File: config.mk
export PLATFORM = sky130hd
export DESIGN_NAME = diff_event_monitor
export DESIGN_NICKNAME = d
export VERILOG_FILES = /design/src/rtl/diff_event_monitor.sv
export SDC_FILE = /design/constraint.sdc
export NUM_CORES = 1
export LEC_CHECK = 0
export BUFFER_PORTS_ARGS = -buffer_cell sky130_fd_sc_hd__buf_2
export CAP_MARGIN = 20
export CORE_MARGIN = 2
export CORE_UTILIZATION = 48
export CTS_CLUSTER_SIZE = 28
export DETAILED_ROUTE_END_ITERATION = 10
export GPL_TIMING_DRIVEN = 1
export PLACE_DENSITY_LB_ADDON = 0.12
export RECOVER_POWER = 50
export SYNTH_ARGS = -nofsm -noshare
export SYNTH_HDL_FRONTEND = slang
export SYNTH_SLANG_ARGS = --single-unit
File: constraint.sdc
create_clock -name clk -period 2 [get_ports clk]
set_clock_uncertainty 0.15 [all_clocks]
set_input_delay 0.3 -clock clk [delete_from_list [all_inputs] [get_ports clk]]
set_output_delay 0.3 -clock clk [all_outputs]
set_load 0.05 [all_outputs]
File: src/rtl/diff_event_monitor.sv
// Watches the comparator "differ" flag: saturating sample/mismatch totals, consecutive
// mismatch run length, and an alarm FSM with hysteresis on release.
module diff_event_monitor #(
    parameter int CNT_W     = 8,
    parameter int RUN_LIMIT = 3,
    parameter int RELEASE   = 2
) (
    input  logic             clk,
    input  logic             reset,
    input  logic             in_valid,
    input  logic             s,
    input  logic             clear,
    output logic [CNT_W-1:0] total_cnt,
    output logic [CNT_W-1:0] diff_cnt,
    output logic [CNT_W-1:0] run_len,
    output logic             alarm,
    output logic             alarm_pulse,
    output logic [1:0]       state
);

    typedef enum logic [1:0] {
        IDLE  = 2'd0,
        MATCH = 2'd1,
        DIFF  = 2'd2,
        ALARM = 2'd3
    } state_t;

    localparam logic [CNT_W-1:0] LIMIT_CNT = CNT_W'(RUN_LIMIT);
    localparam logic [CNT_W-1:0] REL_CNT   = CNT_W'(RELEASE);

    function automatic logic [CNT_W-1:0] sat_inc(input logic [CNT_W-1:0] x);
        return (&x) ? x : x + CNT_W'(1);
    endfunction

    state_t           state_q, state_d;
    logic [CNT_W-1:0] total_q, total_d;
    logic [CNT_W-1:0] diff_q, diff_d;
    logic [CNT_W-1:0] run_q, run_d;
    logic [CNT_W-1:0] match_q, match_d;
    logic [CNT_W-1:0] match_inc;
    logic             alarm_q, alarm_d;
    logic             pulse_q, pulse_d;

    always_comb begin
        state_d   = state_q;
        total_d   = total_q;
        diff_d    = diff_q;
        run_d     = run_q;
        match_d   = match_q;
        match_inc = sat_inc(match_q);
        pulse_d   = 1'b0;
        if (in_valid) begin
            total_d = sat_inc(total_q);
            if (s) begin
                diff_d = sat_inc(diff_q);
                run_d  = sat_inc(run_q);
            end else begin
                run_d  = '0;
            end
            // Alarm decision uses the run length that includes this sample.
            case (state_q)
                ALARM: begin
                    if (s) begin
                        match_d = '0;
                    end else if (match_inc >= REL_CNT) begin
                        state_d = MATCH;
                        match_d = '0;
                    end else begin
                        match_d = match_inc;
                    end
                end
                default: begin
                    match_d = '0;
                    if (s) state_d = (run_d >= LIMIT_CNT) ? ALARM : DIFF;
                    else   state_d = MATCH;
                end
            endcase
            pulse_d = (state_d == ALARM) && (state_q != ALARM);
        end
        alarm_d = (state_d == ALARM);
    end

    always_ff @(posedge clk) begin
        if (reset || clear) begin
            state_q <= IDLE;
            total_q <= '0;
            diff_q  <= '0;
            run_q   <= '0;
            match_q <= '0;
            alarm_q <= 1'b0;
            pulse_q <= 1'b0;
        end else begin
            state_q <= state_d;
            total_q <= total_d;
            diff_q  <= diff_d;
            run_q   <= run_d;
            match_q <= match_d;
            alarm_q <= alarm_d;
            pulse_q <= pulse_d;
        end
    end

    assign total_cnt   = total_q;
    assign diff_cnt    = diff_q;
    assign run_len     = run_q;
    assign alarm       = alarm_q;
    assign alarm_pulse = pulse_q;
    assign state       = state_q;

endmodule

# Yosys cells after proc, flatten, opt, wreduce, memory -nomap -nowiden
# Cells that the tools add are included.
# totals
ff_bits	36
input_bits	5
output_inout_bits	28
word_cells	43
# op_classes
addsub	4
n_lt_le_gt_ge	2
n_eq_ne	4
n_mux	14
n_bitwise	3
reduce_logical	9
# op_table
operator	count
$mux W8	7
$add A8 B1 Y8 const B	4
$reduce_and A8 Y1	4
$ge A8 B2 Y1 const B	2
$mux W2	6
$eq A2 B2 Y1 const B	3
$not A1 Y1	3
$reduce_and A3 Y1	1
$ne A2 B2 Y1 const B	1
$reduce_and A2 Y1	1
$reduce_or A2 Y1	1
$logic_and A1 B1 Y1	1
$logic_or A1 B1 Y1	1
$mux W1	1

# Longest topological paths before layout
# logic_depth
depth_word	11
ltp_mapped	6
depth_no_buf	6

# Worst setup path before layout
# Ideal clock, no wire load.
# synth_timing
kind	register -> register
from	reg run_q[0], in the netlist run_len[0]
to	reg pulse_q, in the netlist alarm_pulse
setup_ns	0.096
arrival_ns	2.010
path_slack_ns	-0.256
stages_incl_launch_ff	7
n_path_buf	0
period_less_slack_ns	2.256
cell_sequence	dfxtp_1 ha_1 nand4_1 nor2_1 a2bb2oi_1 a2111oi_0 nor4b_1
# synth_via
elab_chain_len	11
word_cells_on_any_way	12
cone_classes	add/sub (1); order compare (1); eq/ne (1); mux (7); reduce/logical (2)
# synth_rtl
element	line_no	source
start: declaration	38	logic [CNT_W-1:0] run_q, run_d;
start signal: assignment	96	run_q <= run_d;
$add A8 B1 Y8 / $reduce_and A8 Y1 (equally long branches)	32	return (&x) ? x : x + CNT_W'(1);
$mux W8 (*)	32	
$mux W8 (*)	54	if (s) begin
$mux W8 (*)	52	if (in_valid) begin
$ge A8 B2 Y1 (*)	74	if (s) state_d = (run_d >= LIMIT_CNT) ? ALARM : DIFF;
$mux W1 (*)	74	
$mux W2 (*)	74	
$mux W2 (*)	61	case (state_q)
$mux W2 (*)	52	
$eq A2 B2 Y1 (*)	78	pulse_d = (state_d == ALARM) && (state_q != ALARM);
$logic_and A1 B1 Y1 (*)	78	
end signal: assignment	99	pulse_q <= pulse_d;
end: declaration	42	logic pulse_q, pulse_d;
# Every way passes the cells marked *; elsewhere a longest branch is shown, timed or not. The select of a mux whose other input is x is not followed.
# A chain may end at the register's enable or synchronous reset.

# Final worst setup path
# layout_timing
from	reg match_q[1]
to	reg match_q[0]
# layout_via
elab_chain_len	6
word_cells_on_any_way	7
cone_classes	add/sub (1); order compare (1); mux (4); reduce/logical (1)
# layout_rtl
element	line_no	source
start: declaration	39	logic [CNT_W-1:0] match_q, match_d;
start signal: assignment	97	match_q <= match_d;
$add A8 B1 Y8 / $reduce_and A8 Y1 (equally long branches)	32	
$mux W8 (*)	32	
$ge A8 B2 Y1	65	end else if (match_inc >= REL_CNT) begin
$mux W8 (*)	65	
$mux W8 (*)	63	if (s) begin
$mux W8 (*)	61	
# Every way passes the cells marked *; elsewhere a longest branch is shown, timed or not.

==> results.sh <==
export IMPL_run_status="finished clean"
export IMPL_rsz0062_at_grt="yes"
export IMPL_yosysWarningCount=0
export IMPL_die_area_um2=4000
export IMPL_grt_max_degree=19
export IMPL_fmax_ghz=0.504
export IMPL_p_per_area_nw_per_um2=690
export IMPL_cts_sinks=36
export IMPL_yosysSeqAreaShare_pct=42.8
export IMPL_hold_ws_ns=0.102
export IMPL_final_layout_size_suffix_gt1_share_pct=16.6
export IMPL_areaGrowthSynthToFinish_pct=19.3
export IMPL_layout_setup_ws_ns=0.0177
export IMPL_p_leak_uw=0.000745
export IMPL_clockBufferDepth=2
export IMPL_htree_num_levels=2
export IMPL_dr_first_iter_drc_count=137
export IMPL_syn_cell_area_um2=1680
export IMPL_die_x_um=63.2
export IMPL_cts_root_buffer="clkbuf_4"
export IMPL_synth_net_count=200
export IMPL_cts_setup_buffers=0
export IMPL_num_io_pins=33
export IMPL_grt_pass1_wl_mm=6.58
export IMPL_track_usage_pct=20.7
export IMPL_setup_viol=0
export IMPL_wire_per_inst_um=14.3
export IMPL_cts_made_buffers=5
export IMPL_dp_hpwl_mm=2.70
export IMPL_layout_nets=237
export IMPL_hold_viol=0
export IMPL_tightestPinTransition_ns=0.603
export IMPL_synth_top_area_share_pct=42.8
export IMPL_pre_cts_ws_ns=-0.0847
export IMPL_start_util_pct=50.0
export IMPL_synth_area_leaders="dfxtp_1, nor2_1, xor2_1"
export IMPL_core_area_um2=3360
export IMPL_cp_start_kind="flop"
export IMPL_relSlewSlack_pct=60.0
export IMPL_required_ns=2.12
export IMPL_antenna_found_initial=0
export IMPL_clk_pin_slew_ns=0.10
export IMPL_grt_overflow_total=0
export IMPL_async_reset_ff_share_pct=0
export IMPL_fin_crit_ns=1.98
export IMPL_synthCells=191
export IMPL_hold_buffers=0
export IMPL_cp_arrival_ns=2.10
export IMPL_critical_path_class="reg2reg"
export IMPL_dpl_instance_area_um2=1900
export IMPL_dp_cells=267
export IMPL_antenna_cells=0
export IMPL_final_max_slew_viol_count=0
export IMPL_design_area_um2=2010
export IMPL_crit_fanout=3
export IMPL_ir_worst_vdd_mv=0.687
export IMPL_finalWirelength_mm=3.94
export IMPL_fin_cells=275
export IMPL_chipHeight_um=63.2
export IMPL_vias_per_cell=5.67
export IMPL_synth_cell_types=44
export IMPL_grt_pass1_vias=1481
export IMPL_gp_congestion=0.832
export IMPL_post_route_period_util_pct=99.1
export IMPL_yosys_area_top_type="dfxtp_1"
export IMPL_cts_tree="built"
export IMPL_ant_nets=0
export IMPL_synth_edff_count=0
export IMPL_avgSynthCellArea_um2=8.81
export IMPL_num_rows=21
export IMPL_synth_top_flop_cell="dfxtp_1"
export IMPL_fill_cells=334
export IMPL_first_pass_iters=4
export IMPL_rrSetupSlack_ns=0.02
export IMPL_portBuffers=32
export IMPL_drv_cap=0
export IMPL_drc=0
export IMPL_cp_end_kind="flop"
export IMPL_num_vias=1560
export IMPL_ys_seq_elements=36
export IMPL_hp_class="in2reg"
export IMPL_clk_latency_ns=0.34
==> state kept, by name (all words and copies together), names as in the netlist <==
signal / flops
diff_cnt: 8
alarm_pulse: 1
state: 2
run_len: 8
total_cnt: 8
match_q: 8
alarm: 1
==> cell usage after synthesis, drive strengths merged (3+ instances only) <==
master	n
a211oi	4
a21oi	12
and2	10
and3	7
buf	4
clkbuf	3
dfxtp	36
ha	4
inv	3
nand2	12
nand3	4
nand4	9
nor2	26
nor3	5
o21ai	6
o31ai	3
or3	3
xnor2	4
xor2	8
==> stage by stage <==
stage,utilization [%],power (uW),TNS [ns]
6_report,59.7,1390,0
5_1_grt,59.7,1440,-0.281
2_1_floorplan,-,812,-0.0179
3_3_place_gp,56.4,829,-0.00490
4_1_cts,59.9,1400,0
3_5_place_dp,56.4,831,-0.156
==> worst max-delay path: stages (launching register included) <==
cell and delay [ns]:
dfxtp_2 0.39, ha_4 0.21, or4_4 0.43, nor4_4 0.16, o21ai_2 0.09, or3_1 0.35, a21oi_1 0.14
==> cell families (layout without fill, tap and decap cells) <==
family | after synthesis | count (layout) | share of synthesized area, %
xor gates and xnor gates | 12 | 12 | 6.25
muxes | 2 | 2 | 1.19
and+or+nand+nor | 87 | 87 | 27.1
AOI/OAI and AO/OA | 40 | 40 | 16.1
DFF | 36 | 36 | 42.8
adders and majority gates | 4 | 4 | 2.97
buffers and inverters | 10 | 48 | 3.64
==> path summary, 6_finish.rpt <==
| check | startpoint | endpoint | cells after the start |
|---|---|---|---|
| setup / recovery | match_q[1] | match_q[0] | 6 |
| hold / removal | in_valid | run_len[5] | 2 |
| setup reg to reg | match_q[1] | match_q[0] | 6 |
| hold reg to reg | match_q[6] | match_q[6] | 1 |
==> placed cells by master, fill, tap and decap left out, types with 7 or more instances in the layout <==
master / netlist / layout
dfxtp_1: 36 / 32
nor2_1: 26 / 26
clkbuf_1: 3 / 20
nand2_1: 12 / 12
a21oi_1: 12 / 12
buf_2: 1 / 12
nand4_1: 9 / 9
xor2_1: 8 / 8
and3_1: 7 / 7
==> layer usage <==
metal	GRT usage, %	wire length [um]	up-vias
met1	25.5	1680	732
met2	33.0	1910	47
met5	0	0	-
met3	5.71	226	13
met4	11.1	123	0
li1	-	-	768
==> report_power, final <==
group          switching (uW)  internal (uW)  leakage [uW]
Clock                     240            332     0.0000515
Sequential               5.99            722      0.000292
Combinational            61.2           25.0      0.000401
Total                     307           1080      0.000745
==> what timing repair did <==
action,CTS,global route
pin swaps,1,0
gates resized for setup,4,5
endpoints found under the setup margin,2,4
==> final cells by class <==
cell class,instances,area [um2],area share [%]
clock buffers,7,65.1,3.24
clock inverters,1,30.0,1.50
inverters,3,11.3,0.561
multi-input cells,145,945,47.1
flip-flops and latches,36,726,36.2
well taps,46,57.6,2.87
repair buffers,37,173,8.60
Note: power is estimated with default switching activity, not from simulation.
